[src/rtl/parking_pkg.sv]
// Shared parking-lot definitions: lane FSM state encoding and default clock rate.
package parking_pkg;

    localparam int CLK_FREQ_HZ_DEFAULT = 100_000_000;

    // Numeric codes are also decoded by the debug display, so keep them fixed.
    localparam logic [2:0] ST_IDLE     = 3'd0;
    localparam logic [2:0] ST_IN_A     = 3'd1;
    localparam logic [2:0] ST_IN_AB    = 3'd2;
    localparam logic [2:0] ST_IN_B     = 3'd3;
    localparam logic [2:0] ST_OUT_B    = 3'd4;
    localparam logic [2:0] ST_OUT_BA   = 3'd5;
    localparam logic [2:0] ST_OUT_A    = 3'd6;
    localparam logic [2:0] ST_WAIT_CLR = 3'd7;

    typedef enum logic [2:0] {
        IDLE     = ST_IDLE,
        IN_A     = ST_IN_A,
        IN_AB    = ST_IN_AB,
        IN_B     = ST_IN_B,
        OUT_B    = ST_OUT_B,
        OUT_BA   = ST_OUT_BA,
        OUT_A    = ST_OUT_A,
        WAIT_CLR = ST_WAIT_CLR
    } state_t;

endpackage

[src/rtl/sync_2ff.sv]
// Two-flop synchronizer for one asynchronous level input.
module sync_2ff (
    input  logic clk,
    input  logic rst,
    input  logic d,
    output logic q
);

    logic meta;

    always_ff @(posedge clk) begin
        if (rst) begin
            meta <= 1'b0;
            q    <= 1'b0;
        end else begin
            meta <= d;
            q    <= meta;
        end
    end

endmodule

[src/rtl/lane_direction_detect.sv]
// Two-beam lane sequencer: emits entry_pulse / exit_pulse on completed passages.
// Optional per-step stall timeout compiled in with `define LANE_DIR_TIMEOUT_EN.
module lane_direction_detect
    import parking_pkg::*;
#(
    parameter int CLK_FREQ_HZ = CLK_FREQ_HZ_DEFAULT,
    parameter int TIMEOUT_MS  = 5000
) (
    input  logic clk,
    input  logic rst,
    input  logic beam_outer,
    input  logic beam_inner,
    output logic entry_pulse,
    output logic exit_pulse,
    output logic busy,
    output logic fault
);

    localparam int TIMEOUT_CYCLES = CLK_FREQ_HZ / 1000 * TIMEOUT_MS;

    logic       o_sync, i_sync;
    logic [1:0] s;
    state_t     state, state_next;
    logic       entry_next, exit_next;
    logic       timeout_hit;

    sync_2ff u_sync_outer (.clk(clk), .rst(rst), .d(beam_outer), .q(o_sync));
    sync_2ff u_sync_inner (.clk(clk), .rst(rst), .d(beam_inner), .q(i_sync));

    assign s = {o_sync, i_sync};

`ifdef LANE_DIR_TIMEOUT_EN
    localparam int CNT_W = $clog2(TIMEOUT_CYCLES + 1);
    logic [CNT_W-1:0] to_cnt;

    // Measures how long the current sequence step has persisted.
    always_ff @(posedge clk) begin
        if (rst || (state_next != state) || (state == IDLE) || (state == WAIT_CLR))
            to_cnt <= '0;
        else
            to_cnt <= to_cnt + 1'b1;
    end

    assign timeout_hit = (state != IDLE) && (state != WAIT_CLR) &&
                         (to_cnt == CNT_W'(TIMEOUT_CYCLES - 1));
`else
    logic unused_timeout;
    assign unused_timeout = |TIMEOUT_CYCLES;
    assign timeout_hit    = 1'b0;
`endif

    always_comb begin
        state_next = state;
        entry_next = 1'b0;
        exit_next  = 1'b0;
        case (state)
            IDLE: case (s)
                2'b10:   state_next = IN_A;
                2'b01:   state_next = OUT_B;
                2'b11:   state_next = WAIT_CLR;
                default: state_next = IDLE;
            endcase
            IN_A: case (s)
                2'b11:   state_next = IN_AB;
                2'b00:   state_next = IDLE;
                2'b01:   state_next = WAIT_CLR;
                default: state_next = IN_A;
            endcase
            IN_AB: case (s)
                2'b01:   state_next = IN_B;
                2'b10:   state_next = IN_A;
                2'b00:   state_next = WAIT_CLR;
                default: state_next = IN_AB;
            endcase
            IN_B: case (s)
                2'b00: begin
                    state_next = IDLE;
                    entry_next = 1'b1;
                end
                2'b11:   state_next = IN_AB;
                2'b10:   state_next = WAIT_CLR;
                default: state_next = IN_B;
            endcase
            OUT_B: case (s)
                2'b11:   state_next = OUT_BA;
                2'b00:   state_next = IDLE;
                2'b10:   state_next = WAIT_CLR;
                default: state_next = OUT_B;
            endcase
            OUT_BA: case (s)
                2'b10:   state_next = OUT_A;
                2'b01:   state_next = OUT_B;
                2'b00:   state_next = WAIT_CLR;
                default: state_next = OUT_BA;
            endcase
            OUT_A: case (s)
                2'b00: begin
                    state_next = IDLE;
                    exit_next  = 1'b1;
                end
                2'b11:   state_next = OUT_BA;
                2'b01:   state_next = WAIT_CLR;
                default: state_next = OUT_A;
            endcase
            WAIT_CLR: begin
                if (s == 2'b00) state_next = IDLE;
            end
            default: state_next = IDLE;
        endcase

        // A stalled step aborts even if the same sample would have completed it.
        if (timeout_hit) begin
            state_next = WAIT_CLR;
            entry_next = 1'b0;
            exit_next  = 1'b0;
        end
    end

    always_ff @(posedge clk) begin
        if (rst) begin
            state       <= IDLE;
            entry_pulse <= 1'b0;
            exit_pulse  <= 1'b0;
        end else begin
            state       <= state_next;
            entry_pulse <= entry_next;
            exit_pulse  <= exit_next;
        end
    end

    assign busy  = (state != IDLE);
    assign fault = (state == WAIT_CLR);

endmodule

[config.mk]
export PLATFORM = sky130hd
export DESIGN_NAME = lane_direction_detect
export DESIGN_NICKNAME = d
export VERILOG_FILES = /design/src/rtl/parking_pkg.sv /design/src/rtl/sync_2ff.sv /design/src/rtl/lane_direction_detect.sv
export SDC_FILE = /design/constraint.sdc
export NUM_CORES = 1
export LEC_CHECK = 0
export CAP_MARGIN = 30
export CELL_PAD_IN_SITES_DETAIL_PLACEMENT = 0
export CELL_PAD_IN_SITES_GLOBAL_PLACEMENT = 1
export CORE_MARGIN = 3
export CORE_UTILIZATION = 30
export DETAILED_ROUTE_END_ITERATION = 7
export HOLD_SLACK_MARGIN = 0.08
export PLACE_DENSITY = 0.6
export SYNTH_ARGS = -nofsm -noshare
export SYNTH_HDL_FRONTEND = slang
export SYNTH_SLANG_ARGS = --single-unit
[constraint.sdc]
create_clock -name clk -period 4.5 [get_ports clk]
set_input_delay 0.9 -clock clk [delete_from_list [all_inputs] [get_ports clk]]
set_output_delay 0.9 -clock clk [all_outputs]
set_load 0.005 [all_outputs]
Word-level counts from Yosys, hierarchy flattened
Index checks and enable logic that the tools add are counted.
- muxes and demuxes: 10
- reduce and logical (&&, ||, !) cells: 5
- eq/ne operators: 11
- bitwise operators: 2
- operator list (kind ; count):
    one-hot mux 3 bit (3 select lines) ; 6
    one-hot mux 3 bit (8 select lines) ; 1
    equality test 3 bit, second input constant ; 4
    equality test 3 x 2 -> 1 bit, second input constant ; 2
    one-hot mux 2 bit (3 select lines) ; 1
    equality test 2 bit, second input constant ; 2
    OR reduction 2 bit ; 2
    equality test 3 x 1 -> 1 bit, second input constant ; 1
    logical NOT 3 bit ; 1
    2-to-1 mux 3 bit ; 1
    nonzero test 3 bit ; 1
    equality test 2 x 1 -> 1 bit, second input constant ; 1
    logical NOT 2 bit ; 1
    inequality test 2 x 1 -> 1 bit, second input constant ; 1
    NOT 1 bit ; 2
    2-to-1 mux 1 bit ; 1
- output and inout bits: 4
- input bits: 4
- flip-flop bits (word level): 9
- logic and storage cells: 35

Longest topological paths before layout
Gate-level depths: netlist (run 1).
- depth after elaboration: 3
- depth in mapped cells: 6
- gate-level depth less buffers: 6

By module
From an unflattened synthesis (run 1), not the netlist that was laid out.
- cell total of the unflattened synthesis: 64
- area total of the unflattened synthesis: 571.8 um2
- modules (own cells, without submodules) (module ; cells an instance ; seq. area each (um2) ; times used ; area an instance (um2)):
    lane_direction_detect ; 56 ; 100.1 ; 1 ; 466.7
    sync_2ff ; 4 ; 40.0 ; 2 ; 52.6

Worst setup path after synthesis (run 1)
OpenSTA, ideal clock, no wires.
- path kind: register to output
- start point: register state[0]
- end point: output busy
- cell stages (with the launch flop): 3
- data arrival time: 0.846 ns
- buffers on the path: 1
- required time: 3.600 ns
- slack: 2.754 ns
- cell sequence: dfxtp_1 > buf_2 > or3_1
- longest elaborated chain between the ends: 1
- ends and longest elaborated chain (item ; RTL line ; RTL):
    start, declared ; lane_direction_detect.sv:23 ; state_t state, state_next;
    start signal, assigned ; lane_direction_detect.sv:125 ; state <= state_next;
    nonzero test 3 bit ; lane_direction_detect.sv:131 ; assign busy = (state != IDLE);
    end, declared ; lane_direction_detect.sv:15 ; output logic busy,
No other way between the ends.

Final worst setup path (run 1)
Ends and elaborated chain as after synthesis.

==> results of run 1 <==
## final cells by class
class / instances / area share, %
clock buffer: 4 / 4.023
inverter: 3 / 1.724
multi-input combinational: 44 / 51.34
sequential: 9 / 27.59
tap: 24 / 4.598
timing repair buffer: 7 / 10.73
## layer usage
metal / routed length (microns) / GRT usage [%]
met5: 0 / 0
met2: 489 / 14.25
met4: 0 / 2.844
met1: 491 / 12.29
met3: 52 / 4.587
## power groups by stage
stage / Sequential (W) / Clock (W) / Combinational [W]
after CTS: 0.0000894 / 0.0000648 / 0.0000245
after floorplan: 0.0000870 / 0 / 0.0000206
final: 0.0000896 / 0.0000613 / 0.0000243
after global routing: 0.0000904 / 0.0000692 / 0.0000275
after global placement: 0.0000912 / 0 / 0.0000250
after detailed placement: 0.0000912 / 0 / 0.0000243
## final timing paths
| check | start | end | slack (ps) | depth (start not counted) |
|---|---|---|---|---|
| min reg2reg | u_sync_outer.meta$_SDFF_PP0_ | u_sync_outer.q$_SDFF_PP0_ | 440 | 1 |
| max reg2reg | u_sync_outer.q$_SDFF_PP0_ | state[2]$_SDFFE_PP0P_ | 2650 | 6 |
| max | state[0]$_SDFFE_PP0P_ | busy | 2070 | 2 |
| min | u_sync_outer.meta$_SDFF_PP0_ | u_sync_outer.q$_SDFF_PP0_ | 440 | 1 |
## metrics by stage
step	setup WS [ps]	power (W)	hold slack (ps)	instance area, sq um	utilization (%)
floorplan	2754	0.0001076	413.8	550.5	-
global placement	2361	0.0001163	417.1	626.9	38.90
detailed placement	2356	0.0001155	426.4	626.9	38.90
CTS	2072	0.0001786	441.8	653.1	40.53
global route	1984	0.0001871	452.9	653.1	40.53
finish	2074	0.0001752	435.9	653.1	40.53
## flip-flops by register name, summed over array words and instances, names as in the netlist
signal             count
entry_pulse            1
state                  3
u_sync_inner.meta      1
u_sync_outer.q         1
u_sync_outer.meta      1
u_sync_inner.q         1
exit_pulse             1
## placed cells by master, fill, tap and decap left out, types with 2 or more instances in the layout
cell | Yosys | layout
clkbuf_4 | 0 | 3
ha_1 | 8 | 8
dfxtp_1 | 9 | 9
nor3_1 | 2 | 2
clkdlybuf4s50_1 | 0 | 7
nor2_1 | 4 | 4
nor2b_1 | 5 | 5
nand2b_1 | 2 | 2
inv_1 | 3 | 3
nand2_1 | 3 | 3
o21ai_0 | 4 | 4
## kinds of logic (layout without fill, tap and decap cells)
| logic type | Yosys count | count (layout) | synth area share (%) |
|---|---|---|---|
| muxes | 2 | 2 | 5.909 |
| DFF | 9 | 9 | 32.73 |
| and+or+nand+nor | 23 | 23 | 22.73 |
| AOI/OAI and AO/OA | 11 | 11 | 14.09 |
| adders and majority gates | 8 | 8 | 18.18 |
| buffers and inverters | 7 | 14 | 6.361 |
==> summary.md, run 1 <==
| Metric | Value |
|---|---|
| Outcome | complete, no violations |
| Sw Ratio | 25.20% |
| Root Driver | clkbuf_4 |
| DR iter-0 viols | 6 |
| Fin. Hold Viols | 0 |
| Ant. Diodes | 0 |
| Die footprint | 2385 sq um |
| Worst Tran Pin Value | a little under 400 ps |
| DR WL/cell | roughly 11 microns |
| Area Overhead vs Synth | 18.64% |
| Row Count | 14 |
| Skew-Pair Late Insertion Delay | 260 ps |
| Largest net degree at the start of global routing | 14 |
| Fin nets | 80 |
| Max Cap Viol | 0 |
| CP Class | reg2out |
| Leak | ~0.24 nW |
| HP Class | reg2reg |
| EDFF count, synth | 0 |
| Share of layout cells above drive strength 1 | roughly 7.5% |
| Area of the core | 1612 sq um |
| Combinational fraction of design power | between 10 and 15% |
| Global-route wire length before repair | around 1.8 mm |
| All-Layer GR Usage | under 10% |
| P_int | 0.0001311 W |
| Top achievable clock speed | 0.4122 GHz |
| Pwr per Cell Area | roughly 270 nW/um^2 |
| Final critical-path share of the clock period | a little over half |
| Slew Viols, Final | 0 |
| Fillers | around 180 |
| Worst path required time | 3600 ps |
| CP max stage delay | about 450 ps |
| Total CTS buffers | 3 |
| IO Port Bufs | 7 |
| Setup crit end kind | output pin |
| Rel. slew slack | 73.87% |
| Placed insts | 87 |
| Global route overflow | 0 |
| Ys Warns | 0 |
| Hold_buf cts | 0 |
| Post-cts sizing count | 0 |
| Largest area contributor in the synthesized netlist | dfxtp_1 |
| Startpoint Class | flop |
| Async set-reset flop share out of synthesis | 0% |
| Initial antenna violation count | 0 |
| Final min period | around 2400 ps |
| Part of the power in registers | around half |
| Most common cell in the netlist | dfxtp_1 |
| Final HPWL DP | ~760 microns |
| Clock sinks | 9 |
| Syn nets | 72 |
| Synth top area share | around a third |
| Die Ht | about 49 microns |
| Postcts setup bufs | 0 |
| Total number of vias | between 400 and 500 |
| Buf/Inv on CP | 1 |
| Seq/Total Area, Yosys | between 30% and 40% |
| Vias per cell | ~4.7 |
| Routed WL | 1.034 mm |
| Multi-input logic area | roughly 340 sq um |
| CTS H-tree depth | 1 |
| Synth cell count leaders | dfxtp_1 (9), ha_1 (8), nor2b_1 (5), nor2_1 (4), o21ai_0 (4) |
| FF+latch count, synth | 9 |
| Critical Path, Cell by Cell | or3_1 -> clkdlybuf4s50_1 |
| Worst path top cell family by delay | buffers and inverters |
| Starting Density | approximately a third |
| Die W | a little under 50 microns |
| Synth cell types | 28 |
| Area contributors post-synth | dfxtp_1 (33%), ha_1 (18%), nor2b_1 (5.7%) |
| Placer Congestion | 0.8438 |
| CP Data Arrival Time | about 1500 ps |
| Final ANT Viol Nets | 0 |
| # IOs | 8 |
| Max clock buf depth | 2 |
| Synthesized cell area | about 550 sq um |
| Vias in the first global route | roughly 390 |
| Post-Syn Area per Cell | a little over 9 sq um |
| TritonCTS clock tree | built |
| Clock Power Share | between 30% and 40% |
| 1st-pass router iterations | 4 |
| Post-Syn Instances | 60 |
| Remaining DRCs | 0 |
| Worst Path Max Fanout | 12 |
| Ys flop type | dfxtp_1 |
| Clock transition at path regs | approximately 60 ps |
| Setup violators final | 0 |
| VDD IR max | 0.1674 mV |
| Skew final | about 0.45 ps |
| RSZ-0062 raised after global routing | no |
| Slowest CP cell | clkdlybuf4s50_1 |
| Final non-filler cell total | 91 |
| Sw Pwr | approximately 0.000044 W |
| Register area | 180.2 sq um |
| Final TNS setup | 0 ps |
Note: power is estimated with default switching activity, not from simulation.
==> run 2, diff against run 1 <==
- clock period: 4.5 -> 2.5 ns (I/O delays scaled with it)
==> run 2 against run 1 <==
  * Combinational power grew 82%
  * Utilization did not move
  * Sequential power increased by 81%
  * Highest routed layer is now met4
  * Largest power group unchanged
==> summary.md, run 2 (synthesized netlist as in run 1, its figures left out) <==
| Metric | Value |
|---|---|
| Outcome | complete, no violations |
| Slew Viols, Final | 0 |
| Hold_buf cts | 0 |
| Worst path top cell family by delay | flip-flops |
| Top reg by flops | state |
| Final min period | 2036 ps |
| CP Data Arrival Time | approximately 1500 ps |
| Final HPWL DP | roughly 840 microns |
| Total number of vias | about 440 |
| Max clock buf depth | 2 |
| Area Overhead vs Synth | 18.64% |
| Rel. slew slack | a little under three quarters |
| Most frequent cells in the layout | dfxtp_1 (9), ha_1 (8), clkdlybuf4s50_1 (7) |
| Row Count | 14 |
| DR iter-0 viols | 4 |
| VDD IR max | between 0.2 and 0.25 mV |
| TritonCTS clock tree | built |
| Global route overflow | 0 |
| Final TNS setup | 0 ps |
| Area of the core | about 1600 sq um |
| Vias per cell | between 4 and 5 |
| Buf/Inv on CP | 1 |
| Postcts setup bufs | 0 |
| Setup crit end kind | output pin |
| Initial antenna violation count | 0 |
| Setup violators final | 0 |
| Register area | 180.2 sq um |
| All-Layer GR Usage | 10.59% |
| Post-cts sizing count | 0 |
| Skew final | about 1.0 ps |
| Final instance area | about 650 sq um |
| Worst Path Max Fanout | 12 |
| Pwr per Cell Area | slightly below 500 nW/um^2 |
| Clock sinks | 9 |
| Final ANT Viol Nets | 0 |
| Most common cell after layout, fill and taps aside | dfxtp_1 |
| Largest net degree at the start of global routing | 14 |
| Max Cap Viol | 0 |
| Final non-filler cell total | 91 |
| Fin nets | 80 |
| Global-route wire length before repair | between 1.5 and 2 mm |
| Critical Path, Cell by Cell | and3_1 -> clkdlybuf4s50_1 |
| Top achievable clock speed | slightly below 0.5 GHz |
| Ant. Diodes | 0 |
| Fin. Hold Viols | 0 |
| Max reg flops | 3 |
| IO Port Bufs | 7 |
| Clock transition at path regs | ~60 ps |
| Share of layout cells above drive strength 1 | ~7.5% |
| Placed cell area | 626.9 sq um |
| # IOs | 8 |
| RSZ-0062 raised after global routing | no |
| Worst Tran Pin Value | roughly 420 ps |
| Worst path required time | 2000 ps |
| Routed WL | between 1 and 1.5 mm |
| CP max stage delay | around 580 ps |
| Die Ht | a little under 50 microns |
| Startpoint Class | flop |
| Root Driver | clkbuf_4 |
| Placed insts | slightly below 90 |
| Final critical-path share of the clock period | about four fifths |
| Placer Congestion | approximately 0.86 |
| Total CTS buffers | 3 |
| Remaining DRCs | 0 |
| Die footprint | between 2000 and 2500 sq um |
| Leak | around 0.24 nW |
| Slowest CP cell | dfxtp_1 |
| 1st-pass router iterations | 2 |
| HP Class | reg2reg |
| DR WL/cell | around 12 microns |
| Fillers | 177 |
| Skew-Pair Late Insertion Delay | 260 ps |
| CTS H-tree depth | 1 |
| Die W | between 40 and 50 microns |
| Vias in the first global route | about 400 |
| Multi-input logic area | ~340 sq um |
| Starting Density | between 30% and 40% |
| CP Class | reg2out |
run 2: cell counts in the layout (fill, tap and decap cells not counted):
No cell type changed its count.
run 2: final timing paths:
check             slack, ps                    startpoint  cells after the start                   endpoint
setup reg to reg        750     u_sync_outer.q$_SDFF_PP0_                      6      state[2]$_SDFFE_PP0P_
hold / removal          440  u_sync_inner.meta$_SDFF_PP0_                      1  u_sync_inner.q$_SDFF_PP0_
setup / recovery        460         state[2]$_SDFFE_PP0P_                      2                      fault
hold reg to reg         440  u_sync_inner.meta$_SDFF_PP0_                      1  u_sync_inner.q$_SDFF_PP0_
run 2: final cells by class:
type	count	share of cell area, %
inverter	3	1.724
sequential	9	27.59
clock buffer	4	4.023
timing repair buffer	7	10.73
multi-input combinational	44	51.34
tap	24	4.598
run 2: metal layers:
metal | GRT usage [%] | part of all wire [%]
met1 | 12.69 | 44
met2 | 16.29 | 48
met3 | 5.810 | 5.7
met4 | 2.844 | 1.5
met5 | 0 | 0
run 2: power breakdown:
group | total [W] | internal, W | leakage, nW | switching (W)
clock network | 0.000111 | 0.0000614 | 0.0150 | 0.0000498
logic | 0.0000442 | 0.0000251 | 0.148 | 0.0000191
registers | 0.000162 | 0.000150 | 0.0736 | 0.0000122
run 2: per-stage QoR:
step / hold slack [ps] / total power [W] / util (%) / setup WS, ps
after floorplan: 413.8 / 0.0001938 / - / 897.9
after global placement: 442.4 / 0.0002088 / 38.90 / 738.9
after detailed placement: 432.1 / 0.0002088 / 38.90 / 747.0
after CTS: 446.4 / 0.0003236 / 40.53 / 456.9
after global routing: 462.9 / 0.0003389 / 40.53 / 385.2
final: 438.6 / 0.0003172 / 40.53 / 463.7
